==> src/rtl/parking_slot_allocator.sv <==
// -----------------------------------------------------------------------------
// parking_slot_allocator
//
// Entry-gate slot allocator for the parking system. When a car waits at the
// entry gate, this block reserves the lowest-index free slot, opens the gate,
// and holds the reservation until that slot's sensor reports the car parked or
// a timeout after the gate pass expires. It also publishes a registered
// free-slot count and a lot-full flag for the entry display.
//
// Parameters
//   NUM_SLOTS       number of slot sensors (1..15)
//   TIMEOUT_CYCLES  cycles after gate pass before the reservation drops (>=2)
//
// Ports
//   clk          in   system clock, rising edge
//   rst_n        in   asynchronous active-low reset
//   cars         in   slot sensors, 1 = occupied; asynchronous to clk
//   entry_req    in   car waiting at the entry gate (level)
//   entry_ack    in   gate-pass sensor pulse
//   grant_valid  out  a slot is reserved for the current entry car
//   grant_slot   out  index of the reserved slot (valid with grant_valid)
//   gate_open    out  gate actuator drive
//   lot_full     out  no slot is both unoccupied and unreserved
//   free_count   out  number of unoccupied, unreserved slots
// -----------------------------------------------------------------------------
module parking_slot_allocator #(
    parameter int NUM_SLOTS      = 15,
    parameter int TIMEOUT_CYCLES = 1000
) (
    input  logic                 clk,
    input  logic                 rst_n,
    input  logic [NUM_SLOTS-1:0] cars,
    input  logic                 entry_req,
    input  logic                 entry_ack,
    output logic                 grant_valid,
    output logic [3:0]           grant_slot,
    output logic                 gate_open,
    output logic                 lot_full,
    output logic [3:0]           free_count
);

    localparam int TW = $clog2(TIMEOUT_CYCLES);
    localparam logic [TW-1:0] TIMER_LOAD = TW'(TIMEOUT_CYCLES - 1);

    typedef enum logic [1:0] {
        S_IDLE  = 2'd0,
        S_GRANT = 2'd1,
        S_PARK  = 2'd2
    } state_t;

    state_t                 state_q, state_d;
    logic [NUM_SLOTS-1:0]   cars_meta_q, cars_s_q;
    logic [NUM_SLOTS-1:0]   reserved_q, reserved_d;
    logic [3:0]             grant_slot_q, grant_slot_d;
    logic [TW-1:0]          timer_q, timer_d;
    logic [3:0]             free_count_q;
    logic                   lot_full_q;

    logic [NUM_SLOTS-1:0]   avail;
    logic [NUM_SLOTS-1:0]   pick_onehot;
    logic [3:0]             pick_idx;
    logic [3:0]             avail_cnt;
    logic                   slot_taken;

    // Two-flop synchroniser for the asynchronous slot sensors.
    // NOTE: sequential state uses non-blocking assignments so every flop
    // samples the pre-edge value of its inputs, independent of block order.
    always_ff @(posedge clk or negedge rst_n) begin
        if (!rst_n) begin
            cars_meta_q <= '0;
            cars_s_q    <= '0;
        end else begin
            cars_meta_q <= cars;
            cars_s_q    <= cars_meta_q;
        end
    end

    // A reserved slot that is also occupied is excluded once, so the count
    // can never underflow.
    assign avail = ~cars_s_q & ~reserved_q;

    // Lowest-index free slot (downward scan so the lowest set bit wins) and
    // population count of available slots.
    // NOTE: every combinational output gets a default before any branch;
    // otherwise a path that skips the assignment infers a latch.
    always_comb begin
        pick_idx    = '0;
        pick_onehot = '0;
        avail_cnt   = '0;
        for (int i = NUM_SLOTS - 1; i >= 0; i--) begin
            if (avail[i]) begin
                pick_idx = 4'(i);
            end
        end
        for (int i = 0; i < NUM_SLOTS; i++) begin
            pick_onehot[i] = avail[i] && (pick_idx == 4'(i));
            avail_cnt      = avail_cnt + 4'(avail[i]);
        end
    end

    // reserved_q is one-hot while a grant is outstanding, so this is the
    // sensor of the granted slot.
    assign slot_taken = |(cars_s_q & reserved_q);

    always_comb begin
        state_d      = state_q;
        reserved_d   = reserved_q;
        grant_slot_d = grant_slot_q;
        timer_d      = timer_q;
        unique case (state_q)
            S_IDLE: begin
                if (entry_req && (avail != '0)) begin
                    state_d      = S_GRANT;
                    reserved_d   = pick_onehot;
                    grant_slot_d = pick_idx;
                end
            end
            S_GRANT: begin
                // Gate pass wins over a car reversing away or the slot being
                // taken by someone else in the same cycle.
                if (entry_ack) begin
                    state_d = S_PARK;
                    timer_d = TIMER_LOAD;
                end else if (!entry_req || slot_taken) begin
                    state_d    = S_IDLE;
                    reserved_d = '0;
                end
            end
            S_PARK: begin
                if (slot_taken || (timer_q == '0)) begin
                    state_d    = S_IDLE;
                    reserved_d = '0;
                end else begin
                    timer_d = timer_q - 1'b1;
                end
            end
            default: begin
                state_d    = S_IDLE;
                reserved_d = '0;
            end
        endcase
    end

    always_ff @(posedge clk or negedge rst_n) begin
        if (!rst_n) begin
            state_q      <= S_IDLE;
            reserved_q   <= '0;
            grant_slot_q <= '0;
            timer_q      <= '0;
            free_count_q <= '0;
            lot_full_q   <= 1'b0;
        end else begin
            state_q      <= state_d;
            reserved_q   <= reserved_d;
            grant_slot_q <= grant_slot_d;
            timer_q      <= timer_d;
            free_count_q <= avail_cnt;
            lot_full_q   <= (avail == '0);
        end
    end

    // Decoded straight from the state register: glitch-free, and cleared
    // asynchronously together with the state on reset.
    assign grant_valid = (state_q == S_GRANT) || (state_q == S_PARK);
    assign gate_open   = (state_q == S_GRANT);
    assign grant_slot  = grant_slot_q;
    assign free_count  = free_count_q;
    assign lot_full    = lot_full_q;

endmodule

==> config.mk <==
export PLATFORM = sky130hd
export DESIGN_NAME = parking_slot_allocator
export DESIGN_NICKNAME = d
export VERILOG_FILES = /design/src/rtl/parking_slot_allocator.sv
export SDC_FILE = /design/constraint.sdc
export NUM_CORES = 1
export LEC_CHECK = 0
export CORE_ASPECT_RATIO = 0.75
export CORE_MARGIN = 2
export CORE_UTILIZATION = 40
export DETAILED_ROUTE_END_ITERATION = 10
export SETUP_SLACK_MARGIN = 0.05
export SLEW_MARGIN = 25
export SYNTH_ARGS = -nofsm -noshare
export SYNTH_HDL_FRONTEND = slang
export SYNTH_SLANG_ARGS = --single-unit
==> constraint.sdc <==
create_clock -name clk -period 4.75 [get_ports clk]
set_input_delay 0.475 -clock clk [delete_from_list [all_inputs] [get_ports clk]]
set_output_delay 0.475 -clock clk [all_outputs]
set_load 0.005 [all_outputs]
==> results of run 1 <==
-- state kept, by name (all words and copies together), names as in the netlist --
name         cells
cars_meta_q     15
cars_s_q        15
free_count       4
grant_slot       4
lot_full         1
reserved_q      15
state_q          2
timer_q         10
-- placed cells by master, fill, tap and decap left out, types with 7 or more instances in the layout --
cell / netlist / layout
a21oi_1: 10 / 10
clkbuf_8: 0 / 9
clkdlybuf4s50_1: 0 / 28
dfrtp_1: 66 / 66
fa_1: 9 / 9
ha_1: 8 / 8
inv_1: 27 / 27
mux2_2: 10 / 10
mux2_4: 7 / 7
nand2_1: 12 / 12
nand3_1: 7 / 7
nand4_1: 7 / 7
nor2_1: 28 / 28
nor3_1: 10 / 10
o21ai_0: 7 / 7
o22ai_1: 7 / 7
-- cell families after synthesis --
family,count (synthesis)
buffers and inverters,31
XOR/XNOR,2
adder cells (fa/ha/maj),17
multiplexers,23
flip-flops,66
AO/OA/AOI/OAI,61
AND/OR/NAND/NOR,96
-- metrics by stage --
stage / area (sq um) / hold WS (ns)
floorplan: 3340 / 0.179
global placement: 3720 / 0.334
detailed placement: 3720 / 0.337
CTS: 3990 / 0.337
global route: 3990 / 0.356
finish: 3990 / 0.311
-- final timing paths --
check                                startpoint            end  slack (ns)
worst max-delay path              reserved_q[0]  free_count[1]        0.86
worst min-delay path                      rst_n  free_count[3]        0.31
worst max register to register    reserved_q[0]  free_count[1]        0.86
worst min register to register  cars_meta_q[10]   cars_s_q[10]        0.34
max in group asynchronous                 rst_n  reserved_q[8]        3.90
min in group clk                cars_meta_q[10]   cars_s_q[10]        0.34
-- power groups by stage --
stage	registers [uW]	logic, uW	clock network, uW
6_report	681	711	632
3_5_place_dp	690	712	0
4_1_cts	680	717	647
2_1_floorplan	682	520	0
5_1_grt	689	794	673
3_3_place_gp	689	688	0
-- layer usage --
metal	up-vias	wire (um)	GRT usage
li1	1160	-	-
met1	1144	3800	0.295
met2	113	3040	0.237
met3	8	685	0.0573
met4	0	70	0.0495
met5	-	0	0
-- cell type report --
cell class | count | share of cell area
timing repair buffer | 30 | 0.0734
inverter | 27 | 0.0254
sequential | 66 | 0.414
clock inverter | 6 | 0.0345
multi-input combinational | 199 | 0.387
tap | 105 | 0.0330
clock buffer | 10 | 0.0320
==> out/qor.csv, run 1 <==
stage,metric,value,unit
timing,Final Cycle Share,0.820,
finish,ANT cells,0,
finish,Multi-input gate area,0.00154,sq mm
power_and_ir_drop,Net Sw Power,653,uW
route,DR vias/cell,5.47,
die,Top Ports,30,
setup_path,worst endpoint required time,5.04,ns
timing,RSZ-0062 raised after global routing,false,
logic_synthesis,fraction of the mapped netlist area in adder cells,0.0840,
global_routing,pin count of the biggest net entering global routing,67,
logic_synthesis,Syn Nets,332,
setup_path,CP top delay family,adder cells,
global_routing,GR Overflow Total,0,
logic_synthesis,Post-synth EDFFs,0,
power_and_ir_drop,Static Leak,0.00174,uW
setup_path,CP max stage cell,fa_1,
route,routed wire length,7590,um
finish,layout cells sized above 1,0.130,
die,die extent in x,109,um
power_and_ir_drop,PwrDens,508,mW/mm^2
logic_synthesis,Synth Area in Compound Gates,0.132,
cts,Max clock buf depth,2,
global_routing,gr usage total,0.185,
timing,Slew @ Worst Pin,0.886,ns
place,pre-CTS setup slack,0.871,ns
die,Core Rows,28,
cts,TritonCTS sink count,66,
global_routing,first-pass GRT wire length,12800,um
setup_path,critical path depth,13,
global_routing,initial antenna violation count,0,
setup_path,"Data arrival, critical path",4.18,ns
cts,latest clock arrival within the worst-skew pair,0.35,ns
power_and_ir_drop,internal power,1370,uW
die,core area,0.00799,sq mm
timing,setup TNS,0,ns
die,Die Y,83.1,um
logic_synthesis,synth unique cells,55,
power_and_ir_drop,Net Sw Frac,0.323,
setup_path,CP Launch Type,register,
logic_synthesis,Cells after Synth,296,
logic_synthesis,post-synth top area share,0.495,
setup_path,crit-path max FO,7,
route,overall via count from detail_route,2425,
hold_path,worst min path class,in2async,
power_and_ir_drop,Flop pwr share,0.337,
logic_synthesis,Synth Register Bits,66,
setup_path,Buf/Inv on CP,5,
logic_synthesis,sequential share of the synthesized area,0.495,
finish,fillcell total,736,
logic_synthesis,Yosys Warn Count,0,
logic_synthesis,ys async rst share,1.00,
status,status,finished clean,
timing,Final Hold Viols,0,
cts,CTS H-tree depth,3,
setup_path,critical path's largest stage delay,0.49,ns
global_routing,vias in the first global route,2377,
logic_synthesis,Post-synth top flop,dfrtp_1,
logic_synthesis,Yosys top cell by area,dfrtp_1,
setup_path,r2r worst-path depth,13,
place,IO buf count,29,
timing,fmax,0.257,GHz
timing,# setup viols final,0,
route,First DRT Iteration DRCs,240,
cts,clk root buf,clkbuf_8,
route,first-pass iteration count of the detailed router,5,
finish,nets@finish,369,
logic_synthesis,mean cell area of the mapped netlist,11.3,sq um
die,Initial Utilization,0.418,
job,# Max-Cap Violations,0,
power_and_ir_drop,Logic pwr share,0.351,
timing,Final Max Slew Viols,0,
place,Final HPWL DP,5640,um
die,Die ar.,0.00909,sq mm
finish,area occupied by registers,0.00165,sq mm
power_and_ir_drop,largest vdd supply drop,0.251,mV
setup_path,cell chain of the critical path,"or2_2, inv_1, fa_1, xor2_1, ha_1, inv_1, fa_1, fa_1, inv_1, fa_1, inv_1, fa_1, inv_1",
power_and_ir_drop,clock share of power,0.312,
timing,fin crit period,3.89,ns
logic_synthesis,Synth Cell Area,0.00334,sq mm
logic_synthesis,top-count cell post-synth,dfrtp_1,
timing,Max transition margin,0.409,
logic_synthesis,multiplexer share of the synthesized area,0.0833,
logic_synthesis,post-synthesis xor/xnor area fraction,0.00525,
finish,Non-Filler Instances,443,
setup_path,critical path class,reg2reg,
logic_synthesis,dominant combinational cell family by area after synthesis,simple AND/OR/NAND/NOR gates,
finish,area delta synth->final,19.5,%
timing,fin worst setup slack,0.857,ns
logic_synthesis,simple-gate portion of the synthesized area,0.158,
cts,CTS hold repair buffers,0,
route,drt wl/cell,17.1,um
place,Final GP Congestion,0.882,
place,Placed Cells,427,
cts,TritonCTS clock tree,built,
route,Routed Antenna Nets,0,
cts,"CTS clk-pin slew, worst paths",0.08,ns
logic_synthesis,synth top area cells,"dfrtp_1 50%, fa_1 5.4%, mux2_2 3.4%, mux2_4 3.2%, nor2_1 3.2%",
timing,Clock Skews,0.0133,ns
power_and_ir_drop,Design Power,2020,uW
cts,CTS Buf Count,9,
finish,Layout Utilization,0.499,
cts,post-CTS resize count,0,
setup_path,CP Capture Type,register,
logic_synthesis,commonest cells in the netlist,"66 x dfrtp_1, 28 x nor2_1, 27 x inv_1",
route,drt drc,0,
cts,post-CTS setup buffers,0,
No activity file was read; power rests on OpenSTA's default activity.
==> run 2, diff against run 1 <==
==> constraint.sdc (replaced) <==
create_clock -name clk -period 3.3 [get_ports clk]
set_input_delay 0.33 -clock clk [delete_from_list [all_inputs] [get_ports clk]]
set_output_delay 0.33 -clock clk [all_outputs]
set_load 0.005 [all_outputs]
==> run 2 against run 1 <==
The run now ends with setup timing left. Clock skew down 0.0053 ns. Critical path depth unchanged. Clock power up 17%. Hold slack worse by 0.31 ns. First-iteration DRC count down 33%. Via count up 3.1%. Largest power group unchanged. Sequential share of layout area down 1.3 points. Core utilization up 1.6 points. Register-to-register slack worse by 1.1 ns. Cell count up 4.7%.
==> out/qor.csv, run 2 (same netlist as run 1, synthesis figures left out) <==
stage,metric,value,unit
status,status,"finished, violations left",
status,failing checks,setup timing,
timing,fmax,0.283,GHz
cts,clk root buf,clkbuf_8,
setup_path,FF-to-FF Start,cars_s_q[0],
cts,"CTS clk-pin slew, worst paths",0.07,ns
power_and_ir_drop,internal power,1880,uW
global_routing,pin count of the biggest net entering global routing,38,
power_and_ir_drop,largest vdd supply drop,0.345,mV
timing,Final Hold Viols,0,
cts,CTS hold repair buffers,0,
global_routing,first-pass GRT wire length,12500,um
finish,fillcell total,746,
die,Die ar.,0.00909,sq mm
global_routing,met3 usage,0.0471,
finish,Post-Layout Inst Area,0.00411,sq mm
power_and_ir_drop,Static Leak,0.00182,uW
power_and_ir_drop,Flop pwr share,0.344,
timing,Final Max Slew Viols,0,
die,Die Y,83.1,um
timing,Final Cycle Share,1.07,
global_routing,GR Overflow Total,0,
cts,latest clock arrival within the worst-skew pair,0.35,ns
finish,ANT cells,0,
route,DR vias/cell,5.39,
global_routing,met2 GRT Util,0.231,
power_and_ir_drop,Net Sw Power,944,uW
die,core area,0.00799,sq mm
timing,RSZ-0062 raised after global routing,true,
cts,CTS Buf Count,9,
timing,final hold slack,0.00116,ns
global_routing,GR peak layer,met1,
finish,area delta synth->final,23.3,%
finish,largest registers,"cars_meta_q: 15 flops, cars_s_q: 15 flops, reserved_q: 15 flops",
route,drt drc,0,
finish,most frequent cells in the layout,"66 x dfrtp_1, 28 x clkdlybuf4s50_1, 27 x nor2_1, 24 x inv_1, 23 x buf_4",
die,Core Rows,28,
setup_path,"Data arrival, critical path",3.82,ns
timing,fin worst setup slack,-0.229,ns
global_routing,vias in the first global route,2365,
timing,setup TNS,-0.449,ns
global_routing,gr usage total,0.182,
timing,Max transition margin,0.537,
place,IO buf count,29,
route,overall via count from detail_route,2500,
route,first-pass iteration count of the detailed router,5,
power_and_ir_drop,Logic pwr share,0.395,
setup_path,r2r worst-path depth,13,
setup_path,crit-path max FO,2,
setup_path,CP Capture Type,register,
power_and_ir_drop,PwrDens,686,mW/mm^2
cts,TritonCTS sink count,66,
timing,# setup viols final,3,
finish,Non-Filler Instances,464,
route,drt wl/cell,16.3,um
finish,layout cells sized above 1,0.198,
place,Final GP Congestion,0.898,
job,# Max-Cap Violations,0,
die,Initial Utilization,0.418,
place,Placed Cells,448,
setup_path,CP Launch Type,register,
cts,CTS H-tree depth,3,
setup_path,reg2reg setup slack,-0.23,ns
die,Top Ports,30,
route,First DRT Iteration DRCs,162,
timing,Clock Skews,0.00792,ns
die,die extent in x,109,um
cts,TritonCTS clock tree,built,
route,routed wire length,7540,um
route,Routed Antenna Nets,0,
global_routing,initial antenna violation count,0,
finish,nets@finish,391,
place,Final HPWL DP,5810,um
power_and_ir_drop,clock share of power,0.261,
power_and_ir_drop,Net Sw Frac,0.335,
timing,fin crit period,3.53,ns
place,placed cell areas,0.00389,sq mm
finish,"commonest non-fill, non-tap cell in the layout",dfrtp_1,
setup_path,worst endpoint required time,3.59,ns
hold_path,worst min path class,in2async,
cts,Max clock buf depth,2,
setup_path,worst r2r dst,free_count[1],
global_routing,met1 Usage GRT,0.301,
timing,Slew @ Worst Pin,0.689,ns
setup_path,CP Capture Point,free_count[1],
setup_path,critical path class,reg2reg,
setup_path,crit path launch,cars_s_q[0],
## run 2: cell count changes in the layout (fill, tap and decap cells not counted), sizes merged
cell and delta:
buf +22, bufinv -2, clkbuf -1, clkinv +1
clkinvlp +2, inv -1
## run 2: per-stage QoR
| stage | power (uW) | utilization | worst slack [ns] |
|---|---|---|---|
| 5_1_grt | 3020 | 0.515 | -0.351 |
| 4_1_cts | 2840 | 0.514 | -0.221 |
| 3_3_place_gp | 2070 | 0.487 | -0.193 |
| 2_1_floorplan | 1740 | - | -0.172 |
| 6_report | 2820 | 0.515 | -0.229 |
| 3_5_place_dp | 2090 | 0.487 | -0.228 |
## run 2: how the worst min path moves through the flow
stage                endpoint  slack [ns]  depth (start not counted)
2_1_floorplan  cars_meta_q[0]        0.03                          0
4_1_cts           cars_s_q[5]        0.02                          1
3_5_place_dp     cars_s_q[12]        0.33                          0
3_3_place_gp      cars_s_q[2]        0.33                          0
5_1_grt           cars_s_q[4]        0.05                          1
6_report          cars_s_q[5]       0.001                          1
## run 2: what timing repair did
action	CTS	global route
buffers inserted	0	1
endpoints found under the setup margin	3	4
resized for setup	0	1
pin swaps	1	1
## run 2: layer usage
metal  wire [um]  vias to the layer above
met1        3840                     1200
met2        3000                       91
met4          94                        0
met5           0                        -
met3         608                       11
li1            -                     1198
## run 2: area by class of cell
cell class	count	area, sq um	area share
Timing Repair Buffer	52	458	0.111
Inverter	27	104	0.0253
Sequential cell	66	1650	0.402
Multi-Input combinational cell	199	1550	0.377
Clock inverter	6	92.6	0.0225
Tap cell	105	131	0.0319
Clock buffer	9	124	0.0301
## run 2: power by group through the flow
stage               logic, uW  registers [uW]  clock network [uW]
finish                   1110             970                 737
detailed placement       1110             985                   0
floorplan                 753             983                   0
global placement         1090             983                   0
global route             1240             980                 802
CTS                      1110             970                 759
## run 2: worst max-delay path, stage by stage (launching register included)
cell	delay (ns)
dfrtp_1	0.38
or2_4	0.27
inv_4	0.06
fa_1	0.41
xor2_1	0.17
ha_1	0.27
inv_1	0.05
fa_1	0.46
fa_1	0.51
inv_2	0.04
fa_2	0.34
inv_2	0.06
fa_1	0.40
inv_1	0.06
